==> config.mk <==
export PLATFORM = sky130hd
export DESIGN_NAME = router_wr_port_p
export DESIGN_NICKNAME = d
export VERILOG_FILES = /design/src/rtl/router_wr_port_p.sv
export SDC_FILE = /design/constraint.sdc
export NUM_CORES = 1
export LEC_CHECK = 0
export ABC_CLOCK_PERIOD_IN_PS = 4700
export CORE_MARGIN = 3
export CORE_UTILIZATION = 43
export DETAILED_ROUTE_END_ITERATION = 6
export DONT_BUFFER_PORTS = 1
export PLACE_DENSITY_LB_ADDON = 0.3
export SLEW_MARGIN = 20
export SYNTH_ARGS = -nofsm -noshare
export SYNTH_HDL_FRONTEND = slang
export SYNTH_SLANG_ARGS = --single-unit
export TNS_END_PERCENT = 5
==> constraint.sdc <==
create_clock -name clk -period 4.7 [get_ports clk]
set_clock_uncertainty 0.2 [all_clocks]
set_input_delay 1.175 -clock clk [delete_from_list [all_inputs] [get_ports clk]]
set_output_delay 1.175 -clock clk [all_outputs]
set_load 0.02 [all_outputs]
==> src/rtl/router_wr_port_p.sv <==
// Router write port: frames a header/payload/parity byte stream and writes it
// into one of NUM_CH downstream FIFOs. It drives busy when the selected FIFO
// is full, checks parity and length, and drops packets whose address is out
// of range.
module router_wr_port_p #(
  parameter int DATA_W = 8,
  parameter int NUM_CH = 3
) (
  input  logic              clk,
  input  logic              reset,
  input  logic              pkt_valid,
  input  logic [DATA_W-1:0] data_in,
  output logic              busy,
  input  logic [NUM_CH-1:0] ch_full,
  output logic [NUM_CH-1:0] ch_we,
  output logic [DATA_W-1:0] ch_wdata,
  output logic              error,
  output logic              addr_err,
  output logic              pkt_done
);

  localparam int ADDR_W = $clog2(NUM_CH);
  localparam int LEN_W  = DATA_W - ADDR_W;
  localparam int PAD_CH = 1 << ADDR_W;
  localparam logic [ADDR_W:0] NUM_CH_L = (ADDR_W+1)'(NUM_CH);
  localparam logic [LEN_W-1:0] CNT_MAX = '1;

  typedef enum logic [1:0] {IDLE, PAYLOAD, DROP, CHECK} state_t;

  state_t state_reg, state_next;

  logic [ADDR_W-1:0] sel_reg;
  logic [LEN_W-1:0]  len_reg;
  logic [LEN_W-1:0]  count_reg;
  logic              sat_reg;
  logic [DATA_W-1:0] parity_reg;
  logic [DATA_W-1:0] rx_parity_reg;
  logic              error_reg;
  logic              addr_err_reg;

  // Header fields are decoded straight from the input byte.
  logic [ADDR_W-1:0] hdr_addr;
  logic [LEN_W-1:0]  hdr_len;
  logic              addr_ok;
  logic [PAD_CH-1:0] full_pad;

  assign hdr_addr = data_in[ADDR_W-1:0];
  assign hdr_len  = data_in[DATA_W-1:ADDR_W];
  assign addr_ok  = ({1'b0, hdr_addr} < NUM_CH_L);
  // Padding to a power of two lets an out-of-range address index safely.
  assign full_pad = PAD_CH'(ch_full);

  logic              busy_c;
  logic              we_en;
  logic [ADDR_W-1:0] we_sel;
  logic              hdr_accept;
  logic              bad_hdr;
  logic              pay_accept;

  // Compute the next state, stall and write strobes for the current byte.
  always_comb begin
    state_next = state_reg;
    busy_c     = 1'b0;
    we_en      = 1'b0;
    we_sel     = sel_reg;
    hdr_accept = 1'b0;
    bad_hdr    = 1'b0;
    pay_accept = 1'b0;
    case (state_reg)
      IDLE: begin
        if (pkt_valid) begin
          if (!addr_ok) begin
            bad_hdr    = 1'b1;
            state_next = DROP;
          end else if (full_pad[hdr_addr]) begin
            busy_c = 1'b1;
          end else begin
            hdr_accept = 1'b1;
            we_en      = 1'b1;
            we_sel     = hdr_addr;
            state_next = PAYLOAD;
          end
        end
      end
      PAYLOAD: begin
        busy_c = full_pad[sel_reg];
        if (!full_pad[sel_reg]) begin
          pay_accept = 1'b1;
          we_en      = 1'b1;
          if (!pkt_valid) state_next = CHECK;
        end
      end
      DROP: begin
        if (!pkt_valid) state_next = IDLE;
      end
      CHECK: begin
        busy_c     = 1'b1;
        state_next = IDLE;
      end
      default: state_next = IDLE;
    endcase
  end

  // Outputs are forced low while reset is asserted, independent of the clock.
  assign busy     = busy_c & ~reset;
  assign ch_wdata = data_in;
  assign error    = error_reg;
  assign addr_err = addr_err_reg;
  assign pkt_done = (state_reg == CHECK);

  genvar gi;
  generate
    for (gi = 0; gi < NUM_CH; gi++) begin : g_we
      assign ch_we[gi] = we_en & ~reset & (we_sel == ADDR_W'(gi));
    end
  endgenerate

  // State register.
  always_ff @(posedge clk or posedge reset) begin
    if (reset) state_reg <= IDLE;
    else       state_reg <= state_next;
  end

  // Header latch, running parity and length count, and the error flags.
  always_ff @(posedge clk or posedge reset) begin
    if (reset) begin
      sel_reg       <= '0;
      len_reg       <= '0;
      count_reg     <= '0;
      sat_reg       <= 1'b0;
      parity_reg    <= '0;
      rx_parity_reg <= '0;
      error_reg     <= 1'b0;
      addr_err_reg  <= 1'b0;
    end else begin
      addr_err_reg <= bad_hdr;
      if (hdr_accept) begin
        sel_reg    <= hdr_addr;
        len_reg    <= hdr_len;
        parity_reg <= data_in;
        count_reg  <= '0;
        sat_reg    <= 1'b0;
        error_reg  <= 1'b0;
      end
      if (pay_accept) begin
        if (pkt_valid) begin
          parity_reg <= parity_reg ^ data_in;
          if (count_reg == CNT_MAX) sat_reg   <= 1'b1;
          else                      count_reg <= count_reg + 1'b1;
        end else begin
          rx_parity_reg <= data_in;
        end
      end
      if (state_reg == CHECK) begin
        error_reg <= (parity_reg != rx_parity_reg) | (count_reg != len_reg) | sat_reg;
      end
    end
  end

endmodule

==> results.sh <==
export IMPL_p_comb_share_pct=35.9
export IMPL_row_count=24
export IMPL_synth_top_family_by_area="compound AO/OA/AOI/OAI gates"
export IMPL_setup_violations_final=0
export IMPL_drt_iter0_drc=114
export IMPL_finalCritPeriodShare_pct=83.7
export IMPL_chipHeight_um=74.4
export IMPL_hold_path_depth=2
export IMPL_worstSetupEndpointType="output port"
export IMPL_yosysSeqAreaShare_pct=43.5
export IMPL_cts_resized_gates=0
export IMPL_ys_types=48
export IMPL_synth_compound_area_share_pct=20.3
export IMPL_r2r_start="sel_reg[0]"
export IMPL_final_hold_viol_count=0
export IMPL_critical_path_class="in2out"
export IMPL_worstMarginPinSlew_ns=0.639
export IMPL_ant_nets=0
export IMPL_synth_xor_area_share_pct=6.97
export IMPL_clk_pin_slew_worst_paths_ns=0.07
export IMPL_maxCapViolCount=0
export IMPL_synth_ff_latch_count=35
export IMPL_slew_viol_final=0
export IMPL_yosysTopAreaCellShare_pct=43.5
export IMPL_seq_power_share_pct=46.7
export IMPL_root_buffer="clkbuf_8"
export IMPL_crit_arrival_ns=2.56
export IMPL_synth_ff_type="dfrtp_1"
export IMPL_area_growth_pct=3.36
export IMPL_grt_pass1_wl_um=7460
export IMPL_core_um2=4440
export IMPL_final_setup_tns_ns=0
export IMPL_layoutNonFillerInstCount=247
export IMPL_die_w_um=74.4
export IMPL_clockPowerShare_pct=17.4
export IMPL_yosys_top_cells_area="dfrtp_1 (44%), nand2_1 (4.9%), xnor2_1 (4.8%)"
export IMPL_crit_reg2reg_capture="rx_parity_reg[3]"
export IMPL_cp_required_ns=3.32
export IMPL_hold_path_end="len_reg[0]"
export IMPL_overflow=0
export IMPL_worstHoldPathType="reg2reg"
export IMPL_crit_chain="nor4b_2 -> a22o_2 -> o21ai_0 -> nor3_1"
export IMPL_maxSlewHeadroom_pct=57.1
export IMPL_synth_avg_cell_area_um2=10.1
export IMPL_finalWirelength_um=4380
export IMPL_slowest_stage="nor3_1"
export IMPL_timing_critical_path_buf_inv=0
export IMPL_hpwl_um=3110
export IMPL_rrSetupSlack_ns=2.58
export IMPL_cts_sinks=35
export IMPL_synthAdderAreaFrac_pct=0.622
export IMPL_postCtsHoldBufs=0
export IMPL_grt_pass1_vias=1495
export IMPL_clk_latency_ns=0.29
export IMPL_status="completed"
export IMPL_start_util_pct=45.3
export IMPL_dr_total_vias=1518
export IMPL_gp_congestion=0.887
export IMPL_htree_levels=2
export IMPL_grt_usage_pct=17.8
export IMPL_synth_area_um2=2010
export IMPL_cpPeakStageDelay_ns=0.52
export IMPL_reg2reg_depth=5
export IMPL_post_cts_setup_buffer_count=0
export IMPL_fmax_mhz=254
export IMPL_fin_nets=209
export IMPL_synth_fp_nets=215
export IMPL_die_area_um2=5540
export IMPL_cts_buffers=5
export IMPL_p_leak_nw=0.817
export IMPL_async_flop_share_pct=100
export IMPL_viasPerCell=6.15
export IMPL_drc_errors=0
export IMPL_netSwitchingFraction_pct=38.9
export IMPL_path_delay_family="simple AND/OR/NAND/NOR gates"
export IMPL_routedWlPerCell_um=17.7
export IMPL_diodes=0
export IMPL_antenna_found_initial=0
export IMPL_power_density_nw_per_um2=585
export IMPL_grt_max_degree=36
export IMPL_internal_power_mw=0.743
export IMPL_cp_max_fo=17
export IMPL_place_inst=239
export IMPL_p_sw_mw=0.474
export IMPL_final_layout_size_suffix_gt1_share_pct=15.9
export IMPL_syn_inst=200
export IMPL_synth_edf_count=0
export IMPL_drt_pass1_iterations=4
export IMPL_synth_simple_area_share_pct=15.9
export IMPL_finalCriticalPeriod_ns=3.94
export IMPL_cp_start_kind="primary input"
export IMPL_cts_tree="done"
export IMPL_yosysTopAreaCell="dfrtp_1"
export IMPL_synth_mux_area_share_pct=6.09
export IMPL_numPortBuffers=0
export IMPL_yosys_warnings=0
export IMPL_rsz0062_at_grt="false"
export IMPL_clockBufferDepth=2
export IMPL_min_from="len_reg[0]"
export IMPL_vdd_ir_drop_max_mv=0.157
export IMPL_io_pins=29
## synthesized netlist by cell type (all sizes together), types with 2 or more instances
library cell,number
o31ai,2
a311oi,7
clkbuf,4
o211ai,5
buf,14
o21ai,8
nor2,7
o21a,2
inv,4
nor3b,3
a211oi,9
nor3,3
a22o,2
mux2i,2
dfrtp,35
xnor2,11
nand4,4
nand3,2
xor2,5
mux2,8
nand3b,2
nor4,2
a21oi,13
or2,3
nand2,26
a31oi,2
and2,3
## how the worst max path moves through the flow
stage | from | endpoint | slack [ns] | depth (start not counted)
6_report | data_in[1] | ch_we[0] | 0.76 | 4
4_1_cts | data_in[1] | ch_we[0] | 0.76 | 4
2_1_floorplan | data_in[0] | ch_we[1] | 0.59 | 5
3_5_place_dp | data_in[1] | ch_we[0] | 0.77 | 4
3_3_place_gp | pkt_valid | ch_we[0] | 0.81 | 4
5_1_grt | data_in[1] | ch_we[0] | 0.64 | 4
## power groups by stage
stage                     clock network [mW]  logic [mW]  registers, mW
after global placement                     0       0.424          0.562
final                                  0.211       0.437          0.569
after detailed placement                   0       0.438          0.570
after global routing                   0.228       0.495          0.584
after floorplan                            0       0.403          0.517
after CTS                              0.217       0.441          0.564
## metal layers
layer / vias up / wire length [um] / global-route usage [%]
met5: - / 0 / 0
met1: 775 / 2020 / 24.0
met4: 0 / 70 / 8.30
met3: 5 / 170 / 4.46
li1: 714 / - / -
met2: 24 / 2120 / 26.8
## cell type report
cell class	instances	area, um2
Clock buffer	7	76.3
Timing Repair Buffer	5	37.5
Multi-Input combinational cell	143	1000
Fill cell	424	2360
Sequential cell	35	876
Clock inverter	1	5.00
Inverter	4	15.0
Tap cell	52	65.1
## tightest hold or removal path, cell delays in order, from the launching register on
cell     delay [ns]
dfrtp_1        0.36
nand2_1        0.05
nand2_1        0.05
## cells by family after synthesis
kind of cell | count (synthesis)
flops | 35
mux | 10
simple gates | 59
fa+ha+maj | 1
xor+xnor | 16
buf+inv | 22
compound gates | 57
## layout by cell type, fill, tap and decap left out, types with 2 or more instances in the layout
master	instances
dfrtp_1	35
nand2_1	26
a21oi_1	13
xnor2_1	11
mux2_2	8
o21ai_0	8
a211oi_1	8
a311oi_1	7
nor2_1	6
xor2_1	5
o211ai_1	5
clkbuf_8	5
buf_4	5
inv_1	4
nand4_1	4
or2_2	3
nor3_1	3
nand3b_1	2
nand3_1	2
and2_1	2
o31ai_1	2
nor4_1	2
a31oi_1	2
o21a_1	2
clkbuf_1	2
## through the flow
stage	cell area [um2]	utilization [%]	setup slack, ns	power, mW	hold slack (ns)
floorplan	2010	-	0.593	0.920	0.266
global placement	2000	45.0	0.809	0.987	0.284
detailed placement	2000	45.0	0.768	1.01	0.289
CTS	2080	46.8	0.755	1.22	0.306
global route	2080	46.8	0.643	1.31	0.328
finish	2080	46.8	0.764	1.22	0.299
Note: power is estimated with default switching activity, not from simulation.
